### src/rtl/writeback_arbiter_pkg.sv
// Shared definitions for the register-file writeback arbiter.
package writeback_arbiter_pkg;

   // Default writeback data width.
   localparam int SIZE_DEFAULT = 32;

   // Register-number width and the hard-wired zero register.
   localparam int               REG_W    = 5;
   localparam logic [REG_W-1:0] REG_ZERO = '0;

   // Starvation FSM. IDLE means the queue is empty, QUEUED means it holds
   // entries with no forced drain pending, and DRAIN is the one-cycle Stall.
   typedef enum logic [1:0] {
      IDLE   = 2'd0,
      QUEUED = 2'd1,
      DRAIN  = 2'd2
   } wb_state_t;

endpackage

### src/rtl/wb_fifo.sv
// Memory-source writeback queue. Each entry holds a destination register and
// its data. Every entry's valid bit and register number are exported so that
// the parent can run a hazard lookup across all outstanding writes.
module wb_fifo
   import writeback_arbiter_pkg::*;
#(
   parameter int SIZE  = SIZE_DEFAULT,
   parameter int DEPTH = 4
) (
   input  logic                        clock,
   input  logic                        reset,
   input  logic                        push,
   input  logic [REG_W-1:0]            push_reg,
   input  logic [SIZE-1:0]             push_data,
   input  logic                        pop,
   output logic [REG_W-1:0]            head_reg,
   output logic [SIZE-1:0]             head_data,
   output logic [$clog2(DEPTH):0]      count,
   output logic [DEPTH-1:0]            entry_valid,
   output logic [DEPTH-1:0][REG_W-1:0] entry_reg
);

   localparam int PTR_W = $clog2(DEPTH);

   logic [PTR_W-1:0]            wr_ptr;
   logic [PTR_W-1:0]            rd_ptr;
   logic [PTR_W:0]              count_q;
   logic [DEPTH-1:0]            valid_q;
   logic [DEPTH-1:0][REG_W-1:0] reg_mem;
   logic [SIZE-1:0]             data_mem [DEPTH];

   // Pointer, occupancy and per-entry valid bookkeeping; the pointers wrap
   // naturally because DEPTH is a power of two.
   always_ff @(posedge clock) begin
      if (reset) begin
         wr_ptr  <= '0;
         rd_ptr  <= '0;
         count_q <= '0;
         valid_q <= '0;
      end else begin
         // NOTE: non-blocking assignments here, so every flop in the block
         // reads values from before the clock edge.
         if (pop) begin
            rd_ptr          <= rd_ptr + PTR_W'(1);
            valid_q[rd_ptr] <= 1'b0;
         end
         if (push) begin
            wr_ptr          <= wr_ptr + PTR_W'(1);
            valid_q[wr_ptr] <= 1'b1;
         end
         case ({push, pop})
            2'b10:   count_q <= count_q + (PTR_W+1)'(1);
            2'b01:   count_q <= count_q - (PTR_W+1)'(1);
            default: count_q <= count_q;
         endcase
      end
   end

   // Entry storage, written only on push.
   always_ff @(posedge clock) begin
      // NOTE: the storage has no reset. valid_q and the pointers decide which
      // entries are live, so clearing the contents would add nothing.
      if (push) begin
         reg_mem[wr_ptr]  <= push_reg;
         data_mem[wr_ptr] <= push_data;
      end
   end

   assign head_reg    = reg_mem[rd_ptr];
   assign head_data   = data_mem[rd_ptr];
   assign count       = count_q;
   assign entry_valid = valid_q;
   assign entry_reg   = reg_mem;

endmodule

### src/rtl/writeback_arbiter.sv
// Register-file writeback arbiter. The pipeline (ALU) source has priority
// over a queue of memory/multicycle results. A starvation counter forces a
// one-cycle Stall after STARVE consecutive ALU wins while the queue waits.
// The selected write appears on registered outputs one cycle later.
module writeback_arbiter
   import writeback_arbiter_pkg::*;
#(
   parameter int SIZE   = SIZE_DEFAULT,
   parameter int DEPTH  = 4,
   parameter int STARVE = 8
) (
   input  logic             clock,
   input  logic             reset,
   input  logic             AluValid,
   input  logic [REG_W-1:0] AluReg,
   input  logic [SIZE-1:0]  AluData,
   input  logic             MemValid,
   input  logic [REG_W-1:0] MemReg,
   input  logic [SIZE-1:0]  MemData,
   output logic             MemReady,
   output logic             Stall,
   output logic [REG_W-1:0] WriteReg,
   output logic [SIZE-1:0]  WriteData,
   output logic             RegWrite,
   input  logic [REG_W-1:0] ChkReg,
   output logic             ChkPending
);

   localparam int                CNT_W       = $clog2(DEPTH) + 1;
   localparam int                STARVE_W    = $clog2(STARVE + 1);
   localparam logic [CNT_W-1:0]  DEPTH_C     = CNT_W'(DEPTH);
   localparam logic [STARVE_W-1:0] STARVE_LAST = STARVE_W'(STARVE - 1);

   logic [REG_W-1:0]            head_reg;
   logic [SIZE-1:0]             head_data;
   logic [CNT_W-1:0]            fifo_count;
   logic [DEPTH-1:0]            entry_valid;
   logic [DEPTH-1:0][REG_W-1:0] entry_reg;

   logic                        push;
   logic                        pop;
   logic                        q_nonempty;
   logic                        sel_alu;
   logic                        sel_valid;
   logic [REG_W-1:0]            sel_reg;
   logic [SIZE-1:0]             sel_data;
   logic [CNT_W-1:0]            count_after;

   logic [STARVE_W-1:0]         starve_q;
   logic [STARVE_W-1:0]         starve_d;
   logic                        starve_hit;

   wb_state_t                   state_q;
   wb_state_t                   state_d;

   wb_fifo #(
      .SIZE  (SIZE),
      .DEPTH (DEPTH)
   ) u_fifo (
      .clock       (clock),
      .reset       (reset),
      .push        (push),
      .push_reg    (MemReg),
      .push_data   (MemData),
      .pop         (pop),
      .head_reg    (head_reg),
      .head_data   (head_data),
      .count       (fifo_count),
      .entry_valid (entry_valid),
      .entry_reg   (entry_reg)
   );

   // A full queue refuses new entries, even in a cycle where it also drains.
   assign MemReady   = (fifo_count < DEPTH_C);
   assign push       = MemValid && MemReady;
   assign q_nonempty = (fifo_count != '0);
   assign Stall      = (state_q == DRAIN);

   // Source selection: the ALU wins unless stalled, otherwise the queue head.
   always_comb begin
      // NOTE: every output of this block gets a default first, so no path
      // leaves a value unassigned and no latch is inferred.
      sel_alu   = AluValid && !Stall;
      pop       = !sel_alu && q_nonempty;
      sel_valid = sel_alu || pop;
      sel_reg   = head_reg;
      sel_data  = head_data;
      if (sel_alu) begin
         sel_reg  = AluReg;
         sel_data = AluData;
      end
   end

   // Starvation counting: counts ALU wins while the queue waits; the
   // STARVE-th such win schedules a drain.
   always_comb begin
      starve_d   = '0;
      starve_hit = 1'b0;
      if (sel_alu && q_nonempty) begin
         starve_d   = starve_q + STARVE_W'(1);
         starve_hit = (starve_q == STARVE_LAST);
      end
   end

   // Starvation counter register.
   always_ff @(posedge clock) begin
      if (reset) starve_q <= '0;
      else       starve_q <= starve_d;
   end

   // Next state: the queue occupancy after this cycle picks IDLE or QUEUED,
   // unless a drain has just been earned.
   always_comb begin
      state_d     = state_q;
      count_after = fifo_count + CNT_W'(push) - CNT_W'(pop);
      unique case (state_q)
         IDLE, QUEUED: begin
            if (starve_hit)              state_d = DRAIN;
            else if (count_after != '0)  state_d = QUEUED;
            else                         state_d = IDLE;
         end
         DRAIN: begin
            state_d = (count_after != '0) ? QUEUED : IDLE;
         end
         default: state_d = IDLE;
      endcase
   end

   // State register.
   always_ff @(posedge clock) begin
      if (reset) state_q <= IDLE;
      else       state_q <= state_d;
   end

   // Output register. A write to register zero is consumed but produces no
   // write enable.
   always_ff @(posedge clock) begin
      if (reset) begin
         RegWrite  <= 1'b0;
         WriteReg  <= '0;
         WriteData <= '0;
      end else begin
         RegWrite <= sel_valid && (sel_reg != REG_ZERO);
         if (sel_valid && (sel_reg != REG_ZERO)) begin
            WriteReg  <= sel_reg;
            WriteData <= sel_data;
         end
      end
   end

   // Hazard lookup across the live queue entries and the write in flight.
   always_comb begin
      logic hit;
      hit = 1'b0;
      for (int i = 0; i < DEPTH; i++) begin
         if (entry_valid[i] && (entry_reg[i] == ChkReg)) hit = 1'b1;
      end
      if (RegWrite && (WriteReg == ChkReg)) hit = 1'b1;
      ChkPending = hit && (ChkReg != REG_ZERO);
   end

endmodule

### config.mk
export PLATFORM = sky130hd
export DESIGN_NAME = writeback_arbiter
export DESIGN_NICKNAME = d
export VERILOG_FILES = /design/src/rtl/writeback_arbiter_pkg.sv /design/src/rtl/wb_fifo.sv /design/src/rtl/writeback_arbiter.sv
export SDC_FILE = /design/constraint.sdc
export NUM_CORES = 1
export LEC_CHECK = 0
export CORE_MARGIN = 2
export CORE_UTILIZATION = 59
export DETAILED_ROUTE_END_ITERATION = 8
export PLACE_DENSITY = 0.95
export SETUP_SLACK_MARGIN = 0.4
export SKIP_LAST_GASP = 1
export SLEW_MARGIN = 15
export SYNTH_ARGS = -nofsm -noshare
export SYNTH_HDL_FRONTEND = slang
export SYNTH_SLANG_ARGS = --single-unit
### constraint.sdc
create_clock -name clock -period 7.71 [get_ports clock]
set_input_delay 0.771 -clock clock [delete_from_list [all_inputs] [get_ports clock]]
set_output_delay 0.771 -clock clock [all_outputs]
set_load 0.05 [all_outputs]
==> results of run 1 <==
cells in the final DEF, fill, tap and decap left out, types with 8 or more instances in the layout:
master and instances:
mux2_4 28, dfxtp_1 55, mux4_2 34, ha_1 11
inv_1 12, xor2_1 23, edfxtp_1 148, clkbuf_1 8
nor2b_1 36, nor2_1 21, nand3_1 9, nand2_1 79
clkbuf_16 21, xnor2_1 10, clkdlybuf4s50_1 122, a21oi_1 49
per-stage QoR:
step	total power [µW]	worst slack (ps)	util, %
after floorplan	2300	4890	-
after global placement	2560	3960	69.4
after detailed placement	2600	3880	69.4
after CTS	3560	3870	73.8
after global routing	3680	3760	73.8
final	3540	3850	73.9
worst paths after layout:
path                             startpoint               to  cells past startpoint
worst max-delay path              ChkReg[1]       ChkPending                      7
worst min-delay path            starve_q[0]      starve_q[0]                      1
worst max register to register   state_q[0]  u_fifo.count[2]                     11
worst min register to register  starve_q[0]      starve_q[0]                      1
layer usage:
metal / wire [µm] / vias to the layer above / track usage [%]
met3: 940 / 52 / 3.14
met5: 0 / - / 0
met4: 595 / 0 / 8.40
met1: 7720 / 2684 / 30.5
met2: 9850 / 199 / 41.5
li1: - / 2433 / -
report_power, final:
part	leakage, µW	switching (µW)	internal, µW
Clock	0.000315	406	553
Combinational	0.00166	618	500
Sequential	0.00183	104	1360
Total	0.00381	1130	2420
final cells by class:
cell class,instances,area [µm²],share of cell area [%]
diodes,1,2.50,0.0233
clock buffers,30,569,5.30
clock inverters,8,76.3,0.711
inverters,13,48.8,0.455
multi-input cells,347,2960,27.6
flip-flops and latches,205,5590,52.1
well taps,184,230,2.14
repair buffers,127,1260,11.7
cell families (layout without fill, tap and decap cells):
kind of cell,Yosys count,count (layout)
DFF,205,205
and+or+nand+nor,167,167
muxes,72,72
AOI/OAI and AO/OA,62,62
buffers and inverters,51,178
xor gates and xnor gates,33,33
adders and majority gates,13,13
other,0,1
==> results_tabular.tex, run 1 <==
\begin{tabular}{lr}
\hline
Metric & Value \\
\hline
\multicolumn{2}{l}{\textbf{Yosys}} \\
\quad Multiplexer share of the synthesized area & 15.5\% \\
\quad Xor/xnor share of the synthesized area & 3.29\% \\
\quad Register area share after synthesis & 63.6\% \\
\quad Number of enable-type register cells in the synthesized netlist & 148 \\
\quad Yosys warning count & 0 \\
\quad Largest family of logic cells by synthesized area & multiplexers \\
\quad Cells taking the most area after synthesis & edfxtp\_1, dfxtp\_1, mux4\_2, mux2\_4, nand2\_1 \\
\quad Syn nets & 699 \\
\quad Number of distinct standard cells referenced by the synthesized netlist & 41 \\
\quad Adder-cell area share of the yosys netlist & 2.02\% \\
\quad Share of synthesized registers carrying an async set or reset & 0\% \\
\quad Simple-gate portion of the synthesized area & 8.99\% \\
\quad Largest area contributor in the netlist & edfxtp\_1 \\
\quad Main synth FF type & edfxtp\_1 \\
\quad Number of instances in the synthesized netlist & 603 \\
\quad Share of Yosys cell area claimed by the top area cell type & 50.6\% \\
\quad Top cells by instance count after synthesis & edfxtp\_1, nand2\_1, dfxtp\_1 \\
\quad Most frequent cell after synthesis & edfxtp\_1 \\
\quad Syn Area/Cell & 14.6 µm² \\
\quad Post-synthesis sequential element count & 205 \\
\quad Post-synth design cell area & 0.00878 mm² \\
\quad Compound-Gate Fraction of Synth Area & 3.92\% \\
\multicolumn{2}{l}{\textbf{Detailed routing}} \\
\quad Number of violations reported at the end of detailed-routing iteration 0 & 411 \\
\quad DRC violation count after routing & 0 \\
\quad Final ANT Viol Nets & 0 \\
\quad Total via count in the routed design & 5368 \\
\quad Total wirelength of the detailed-routed design & 19.1 mm \\
\quad Drt wl/cell & 20.9 µm \\
\quad Post-DR vias/cell & 5.87 \\
\quad Number of search-and-repair iterations in the first detailed-routing pass & 7 \\
\multicolumn{2}{l}{\textbf{Timing}} \\
\quad Relative max-transition margin & 28.8\% \\
\quad Setup Total Neg Slack & 0 ps \\
\quad Post-route clock period utilization & 50.1\% \\
\quad Max Clk Rate & 259 MHz \\
\quad Final count of hold timing violations & 0 \\
\quad Min Hold Slack & 455 ps \\
\quad Final Skew & 22.0 ps \\
\quad Setup violations, final & 0 \\
\quad Final min period & 3860 ps \\
\quad Worst slew pin tran & 1070 ps \\
\quad RSZ-0062 raised after global routing & no \\
\quad Fin. max-slew vios & 0 \\
\multicolumn{2}{l}{\textbf{Critical path}} \\
\quad Longest individual stage delay on the worst path & 800 ps \\
\quad Crit path capture type & output pin \\
\quad Cells along the critical path & clkdlybuf4s50\_1 -> xor2\_1 -> nor4\_1 -> nand3\_1 -> nand3\_1 -> o22a\_1 -> clkdlybuf4s50\_1 \\
\quad Top Family by Delay on Critical Path & buffers and inverters \\
\quad Setup slack of the most critical reg-to-reg path & 4680 ps \\
\quad Count of buffering cells on the critical path with inverters included & 2 \\
\quad Critical path class & in -> out \\
\quad Required time of the critical path & 6940 ps \\
\quad Highest fanout seen on the critical path & 6 \\
\quad Arrival time worst endpoint & 3090 ps \\
\quad Critical Path Slowest Stage Cell & clkdlybuf4s50\_1 \\
\quad Setup crit start kind & primary input \\
\multicolumn{2}{l}{\textbf{Final layout}} \\
\quad Number of standard cells in the layout, taps in and fillers out & 915 \\
\quad Fraction of layout cells with a size suffix above 1 & 15.1\% \\
\quad Area added between synthesis and finish & 22.3\% \\
\quad Largest register FFs & 128 \\
\quad Filler Cells Inserted & 870 \\
\quad Area of all placed cells without fillers & 0.0107 mm² \\
\quad Final-stage net count & 811 \\
\multicolumn{2}{l}{\textbf{Placement}} \\
\quad RePlAce Congestion & 0.912 \\
\quad Post-detail-place hpwl & 12.2 mm \\
\quad Instance area after placement & 0.0101 mm² \\
\quad Number of port buffers & 123 \\
\quad Cell count after placement & 876 \\
\multicolumn{2}{l}{\textbf{Clock tree}} \\
\quad CTS root buffer & clkbuf\_16 \\
\quad CTS clock-pin slew for the worst setup and hold paths & 60 ps \\
\quad Total clock buffers created by CTS & 21 \\
\quad Post-cts repair resize count & 0 \\
\quad Count of clock tree sinks & 205 \\
\quad Latest clock arrival within the worst-skew pair & 500 ps \\
\quad Count of H-tree levels built during CTS & 1 \\
\quad TritonCTS clock tree & built \\
\quad CTS hold repair buffers & 0 \\
\quad Buffers inserted by post-CTS timing repair & 0 \\
\quad Maximum buffer depth of the clock tree & 3 \\
\multicolumn{2}{l}{\textbf{Status}} \\
\quad Status & complete, no violations \\
\multicolumn{2}{l}{\textbf{Floorplan}} \\
\quad Standard cell core area & 0.0145 mm² \\
\quad Die H & 126 µm \\
\quad Count of standard-cell rows & 44 \\
\quad Number of I/O pins & 124 \\
\quad Initial cell density of the core & 60.4\% \\
\quad Die extent in x & 126 µm \\
\quad Die outline area & 0.0159 mm² \\
\multicolumn{2}{l}{\textbf{Run}} \\
\quad Number of max-capacitance violations reported & 0 \\
\multicolumn{2}{l}{\textbf{Power}} \\
\quad Power Density & 330 mW/mm² \\
\quad Leakage power & 0.00381 µW \\
\quad Maximum ir drop on the vdd rail & 193 µV \\
\multicolumn{2}{l}{\textbf{Hold path}} \\
\quad Worst min path class & reg -> reg \\
\multicolumn{2}{l}{\textbf{GRT}} \\
\quad Overflow left after global routing & 0 \\
\quad Initial antenna violation count & 1 \\
\quad Vias in the first global route & 5536 \\
\quad Wire length of the first global-routing pass & 29.4 mm \\
\quad GRT Overall Usage & 23.6\% \\
\quad Largest net degree at the start of global routing & 88 \\
\hline
\end{tabular}
Note: power is estimated with default switching activity, not from simulation.
==> inputs of run 2 (changes only) <==
Settings changed: CORE_UTILIZATION 59 to 55, PLACE_DENSITY 0.95 to 0.91.
Clock period 7.71 ns to 3.9 ns, I/O delays scaled along.
==> run 2 against run 1 <==
Cell count is 3.9% higher. Clock power is 97% higher. Sequential share of layout area is 0.40 points lower. Global-route usage is 0.84 points higher. Flip-flop and latch count stayed put. Non-clock buffer count is 7 higher. Wire length is 7.5% higher. Critical path type unchanged. Largest power group unchanged. Highest routed layer unchanged.
==> results_tabular.tex, run 2 (synthesis gave the netlist of run 1 again) <==
\begin{tabular}{lr}
\hline
Metric & Value \\
\hline
\multicolumn{2}{l}{\textbf{Floorplan}} \\
\quad Standard cell core area & 0.0158 mm² (+8.5\%) \\
\quad Count of standard-cell rows & 46 (+4.5\%) \\
\quad Die outline area & 0.0170 mm² (+7.0\%) \\
\quad Number of I/O pins & 124 (unchanged) \\
\quad Die extent in x & 130 µm (+3.5\%) \\
\quad Die H & 130 µm (+3.5\%) \\
\quad Initial cell density of the core & 55.7\% (-4.7 points) \\
\multicolumn{2}{l}{\textbf{Timing}} \\
\quad Final min period & 3130 ps \\
\quad Min Hold Slack & 467 ps (+11.4 ps) \\
\quad RSZ-0062 raised after global routing & no \\
\quad Final count of hold timing violations & 0 (unchanged) \\
\quad Fin. max-slew vios & 0 (unchanged) \\
\quad Worst slew pin tran & 1070 ps (+5.48 ps) \\
\quad Final Skew & 16.4 ps (-5.69 ps) \\
\quad Setup violations, final & 0 (unchanged) \\
\quad Setup Total Neg Slack & 0 ps (unchanged) \\
\quad Relative max-transition margin & 28.5\% (-0.37 points) \\
\quad Max Clk Rate & 319 MHz \\
\quad Post-route clock period utilization & 80.3\% \\
\multicolumn{2}{l}{\textbf{GRT}} \\
\quad Initial antenna violation count & 0 (-1) \\
\quad Vias in the first global route & 5818 (+5.1\%) \\
\quad GRT Overall Usage & 24.5\% (+0.84 points) \\
\quad Overflow left after global routing & 0 (unchanged) \\
\quad Wire length of the first global-routing pass & 31.5 mm (+6.9\%) \\
\quad Largest net degree at the start of global routing & 48 (-45\%) \\
\multicolumn{2}{l}{\textbf{Final layout}} \\
\quad Diode count & 0 (-1) \\
\quad Leading cell types in the layout, fill and taps excluded & edfxtp\_1, clkdlybuf4s50\_1, nand2\_1 \\
\quad Filler Cells Inserted & 1000 (+15\%) \\
\quad Area added between synthesis and finish & 23.2\% \\
\quad Most common cell after layout, fill and taps aside & edfxtp\_1 \\
\quad Fraction of layout cells with a size suffix above 1 & 15.6\% (+0.58 points) \\
\quad Largest register FFs & 128 (unchanged) \\
\quad Final-stage net count & 817 (+0.74\%) \\
\multicolumn{2}{l}{\textbf{Detailed routing}} \\
\quad DRC violation count after routing & 0 (unchanged) \\
\quad Drt wl/cell & 21.6 µm (+3.4\%) \\
\quad Number of violations reported at the end of detailed-routing iteration 0 & 446 (+8.5\%) \\
\quad Post-DR vias/cell & 5.73 (-2.3\%) \\
\quad Final ANT Viol Nets & 0 (unchanged) \\
\quad Total wirelength of the detailed-routed design & 20.5 mm (+7.5\%) \\
\quad Number of search-and-repair iterations in the first detailed-routing pass & 5 (-2) \\
\quad Total via count in the routed design & 5453 (+1.6\%) \\
\multicolumn{2}{l}{\textbf{Critical path}} \\
\quad Setup crit start kind & primary input \\
\quad Required time of the critical path & 3510 ps (-3430 ps) \\
\quad Arrival time worst endpoint & 2740 ps (-350 ps) \\
\quad Crit path capture type & output pin \\
\quad Setup slack of the most critical reg-to-reg path & 1240 ps (-3440 ps) \\
\quad Critical path class & in -> out \\
\quad Highest fanout seen on the critical path & 6 (unchanged) \\
\multicolumn{2}{l}{\textbf{Power}} \\
\quad Maximum ir drop on the vdd rail & 410 µV (+110\%) \\
\quad Leakage power & 0.00384 µW (+0.86\%) \\
\quad Power Density & 652 mW/mm² (+98\%) \\
\multicolumn{2}{l}{\textbf{Clock tree}} \\
\quad CTS clock-pin slew for the worst setup and hold paths & 60 ps (about the same) \\
\quad Count of clock tree sinks & 205 (unchanged) \\
\quad CTS hold repair buffers & 0 (unchanged) \\
\quad CTS root buffer & clkbuf\_16 \\
\quad TritonCTS clock tree & built \\
\quad Maximum buffer depth of the clock tree & 3 (unchanged) \\
\quad Buffers inserted by post-CTS timing repair & 0 (unchanged) \\
\quad Count of H-tree levels built during CTS & 1 (unchanged) \\
\quad Latest clock arrival within the worst-skew pair & 490 ps (about the same) \\
\quad Post-cts repair resize count & 0 (unchanged) \\
\quad Total clock buffers created by CTS & 20 (-4.8\%) \\
\multicolumn{2}{l}{\textbf{Run}} \\
\quad Number of max-capacitance violations reported & 0 (unchanged) \\
\multicolumn{2}{l}{\textbf{Status}} \\
\quad Status & complete, no violations \\
\multicolumn{2}{l}{\textbf{Placement}} \\
\quad Number of port buffers & 123 (unchanged) \\
\quad RePlAce Congestion & 0.921 (+0.98\%) \\
\quad Post-detail-place hpwl & 13.2 mm (+8.1\%) \\
\multicolumn{2}{l}{\textbf{Hold path}} \\
\quad Worst min path class & reg -> reg \\
\hline
\end{tabular}
run 2: path summary, 6_finish.rpt:
check,startpoint,end,depth (start not counted)
worst max-delay path,ChkReg[3],ChkPending,7
worst min-delay path,starve_q[0],starve_q[0],1
worst max register to register,u_fifo.count[2],state_q[0],10
worst min register to register,starve_q[0],starve_q[0],1
run 2: final cells by class:
class	instances	area, µm²	share of cell area [%]
Timing Repair Buffer	134	1310	12.1
Sequential cell	205	5590	51.6
Clock inverter	5	47.5	0.439
Tap cell	216	270	2.50
Clock buffer	31	593	5.48
Inverter	13	48.8	0.451
Multi-Input combinational cell	347	2960	27.4
run 2: power by group:
part | switching, µW | internal [µW] | total, µW
registers | 243 | 2690 | 2930
logic | 1220 | 1010 | 2230
clock network | 782 | 1110 | 1890
total | 2250 | 4810 | 7060
run 2: stage by stage:
stage / utilization [%] / total power, µW / setup slack [ps] / instance area, µm² / std cells
6_report: 68.6 / 7060 / 767 / 10800 / 951
5_1_grt: 68.6 / 7320 / 712 / 10800 / 951
4_1_cts: 68.6 / 7080 / 797 / 10800 / 951
3_5_place_dp: 64.5 / 5180 / 816 / 10200 / 915
3_3_place_gp: 64.5 / 5070 / 964 / 10200 / 915
2_1_floorplan: - / 4540 / 1370 / 8780 / 603
run 2: layer usage:
| layer | vias up | track usage (%) | routed length, µm |
|---|---|---|---|
| met5 | - | 0 | 0 |
| met4 | 0 | 10.5 | 867 |
| met3 | 70 | 3.03 | 1130 |
| li1 | 2436 | - | - |
| met2 | 225 | 42.7 | 10600 |
| met1 | 2722 | 31.2 | 7970 |
run 2: critical path: stages:
cell and delay [ps]:
clkdlybuf4s50_1 670, xor2_1 150, nor4_1 380, nand3_1 130, nand3_1 90, o22a_1 140, clkdlybuf4s50_1 790
==> inputs of run 3 (changes only) <==
Clock period 3.9 ns to 3 ns, I/O delays scaled along.
==> run 3 against run 2 <==
Core utilization up 0.60 points. Non-clock buffer count is 1 higher. Cell count grew 0.32%. Critical path type is now reg -> reg.
==> results_tabular.tex, run 3 (synthesis gave the netlist of run 1 again) <==
\begin{tabular}{lr}
\hline
Metric & Value \\
\hline
\multicolumn{2}{l}{\textbf{Timing}} \\
\quad Final Skew & 21.3 ps (+4.99 ps) \\
\quad Final count of hold timing violations & 0 (unchanged) \\
\quad Post-route clock period utilization & 83.8\% \\
\quad Max Clk Rate & 398 MHz \\
\quad Fin. max-slew vios & 0 (unchanged) \\
\quad Final min period & 2510 ps \\
\quad Setup Total Neg Slack & 0 ps (unchanged) \\
\quad Worst slew pin tran & 847 ps (-226 ps) \\
\quad Relative max-transition margin & 43.5\% (+15 points) \\
\quad Setup violations, final & 0 (unchanged) \\
\quad RSZ-0062 raised after global routing & no \\
\quad Final critical-path setup slack & 487 ps (-280 ps) \\
\multicolumn{2}{l}{\textbf{Clock tree}} \\
\quad Latest clock arrival within the worst-skew pair & 500 ps (about the same) \\
\quad TritonCTS clock tree & built \\
\quad CTS clock-pin slew for the worst setup and hold paths & 60 ps (about the same) \\
\quad CTS root buffer & clkbuf\_16 \\
\quad Buffers inserted by post-CTS timing repair & 0 (unchanged) \\
\quad Count of H-tree levels built during CTS & 1 (unchanged) \\
\quad Count of clock tree sinks & 205 (unchanged) \\
\quad Total clock buffers created by CTS & 21 (+5.0\%) \\
\quad Maximum buffer depth of the clock tree & 3 (unchanged) \\
\multicolumn{2}{l}{\textbf{Final layout}} \\
\quad Filler Cells Inserted & 1019 (+1.9\%) \\
\quad Leading cell types in the layout, fill and taps excluded & edfxtp\_1, clkdlybuf4s50\_1, nand2\_1 \\
\quad Most common cell after layout, fill and taps aside & edfxtp\_1 \\
\quad Final-stage net count & 819 (+0.24\%) \\
\quad Largest register FFs & 128 (unchanged) \\
\quad Post-route core utilization & 69.2\% (+0.60 points) \\
\quad Area added between synthesis and finish & 24.3\% \\
\quad Diode count & 0 (unchanged) \\
\quad Fraction of layout cells with a size suffix above 1 & 16.3\% (+0.61 points) \\
\multicolumn{2}{l}{\textbf{GRT}} \\
\quad Largest net degree at the start of global routing & 88 (+83\%) \\
\quad Met1 routing resource usage after global routing & 31.4\% (+0.19 points) \\
\quad Global routing met2 resource utilization & 41.5\% (-1.2 points) \\
\quad Layer with the highest usage & met2 \\
\quad Initial antenna violation count & 0 (unchanged) \\
\quad Overflow left after global routing & 0 (unchanged) \\
\quad Wire length of the first global-routing pass & 30.7 mm (-2.4\%) \\
\quad GRT Overall Usage & 23.8\% (-0.69 points) \\
\quad Met3 track demand over resource in global routing & 3.08\% (+0.041 points) \\
\quad Vias in the first global route & 5670 (-2.5\%) \\
\multicolumn{2}{l}{\textbf{Floorplan}} \\
\quad Die outline area & 0.0170 mm² (unchanged) \\
\quad Count of standard-cell rows & 46 (unchanged) \\
\quad Number of I/O pins & 124 (unchanged) \\
\quad Die extent in x & 130 µm (unchanged) \\
\quad Die H & 130 µm (unchanged) \\
\quad Initial cell density of the core & 55.7\% (unchanged) \\
\quad Standard cell core area & 0.0158 mm² (unchanged) \\
\multicolumn{2}{l}{\textbf{Detailed routing}} \\
\quad Total via count in the routed design & 5345 (-2.0\%) \\
\quad Drt wl/cell & 20.7 µm (-4.1\%) \\
\quad DRC violation count after routing & 0 (unchanged) \\
\quad Total wirelength of the detailed-routed design & 19.8 mm (-3.8\%) \\
\quad Post-DR vias/cell & 5.60 (-2.3\%) \\
\quad Number of search-and-repair iterations in the first detailed-routing pass & 4 (-1) \\
\quad Number of violations reported at the end of detailed-routing iteration 0 & 390 (-13\%) \\
\quad Final ANT Viol Nets & 0 (unchanged) \\
\multicolumn{2}{l}{\textbf{Power}} \\
\quad Leakage power & 0.00387 µW (+0.74\%) \\
\quad Maximum ir drop on the vdd rail & 855 µV (+110\%) \\
\quad Power Density & 845 mW/mm² (+30\%) \\
\multicolumn{2}{l}{\textbf{Placement}} \\
\quad Post-detail-place hpwl & 13.0 mm (-1.3\%) \\
\quad Pre-CTS WS & 393 ps (-423 ps) \\
\quad RePlAce Congestion & 0.882 (-4.2\%) \\
\quad Number of port buffers & 123 (unchanged) \\
\multicolumn{2}{l}{\textbf{Critical path}} \\
\quad Required time of the critical path & 3380 ps (-130 ps) \\
\quad Crit path capture type & register \\
\quad Arrival time worst endpoint & 2900 ps (+160 ps) \\
\quad Highest fanout seen on the critical path & 33 (+27) \\
\quad Critical path class & reg -> reg \\
\quad Setup crit start kind & register \\
\multicolumn{2}{l}{\textbf{Hold path}} \\
\quad Worst min path class & in -> reg \\
\multicolumn{2}{l}{\textbf{Status}} \\
\quad Status & complete, no violations \\
\multicolumn{2}{l}{\textbf{Run}} \\
\quad Number of max-capacitance violations reported & 0 (unchanged) \\
\hline
\end{tabular}
## run 3: cell types whose count changed in the layout (fill, tap and decap cells not counted), sizes merged
| cell | before | now |
|---|---|---|
| clkinv | 4 | 5 |
| clkinvlp | 0 | 1 |
| clkbuf | 31 | 30 |
| buf | 12 | 14 |
| clkdlybuf4s50 | 122 | 121 |
| inv | 13 | 14 |
## run 3: metrics by stage
stage | std cells | total power [µW] | area [µm²] | hold WS, ps
after floorplan | 603 | 5900 | 8780 | 399
after global placement | 916 | 6660 | 10300 | 427
after detailed placement | 916 | 6800 | 10300 | 455
after CTS | 954 | 9260 | 10900 | 316
after global routing | 954 | 9600 | 10900 | 363
final | 954 | 9220 | 10900 | 356
## run 3: layout make-up
| type | count | area [µm²] | area share (%) |
|---|---|---|---|
| multi-input cells | 347 | 2970 | 27.2 |
| clock buffers | 30 | 579 | 5.31 |
| repair buffers | 135 | 1390 | 12.7 |
| inverters | 13 | 48.8 | 0.447 |
| flip-flops and latches | 205 | 5590 | 51.2 |
| clock inverters | 8 | 67.6 | 0.619 |
| well taps | 216 | 270 | 2.48 |
## run 3: power by group
group	internal, µW	leakage [µW]	switching, µW
logic	1370	0.00173	1660
registers	3500	0.00183	247
clock network	1430	0.000313	1020
total	6300	0.00387	2920
## run 3: routing by layer
metal	part of all wire, %	wire length [µm]
met1	39	7750
met2	53	10400
met3	5.2	1030
met4	2.8	544
met5	0	0
## run 3: worst paths after layout
path | startpoint | slack [ps] | cells past startpoint | end
worst max-delay path | u_fifo.rd_ptr[0] | 490 | 6 | WriteData[4]
worst min-delay path | reset | 360 | 3 | u_fifo.rd_ptr[0]
worst min register to register | starve_q[0] | 460 | 1 | starve_q[0]
worst max register to register | u_fifo.rd_ptr[0] | 490 | 6 | WriteData[4]
## run 3: timing repair
action | CTS | global route
setup endpoints to repair | 0 | 32
hold buffers | 0 | 0
hold endpoints to repair | 0 | 0
resized for setup | 0 | 2
## run 3: critical path: stages, from the launching register on
cell	delay, ps
dfxtp_1	570
inv_2	110
mux4_2	490
a31o_1	290
a21oi_4	250
buf_12	290
mux2_2	380
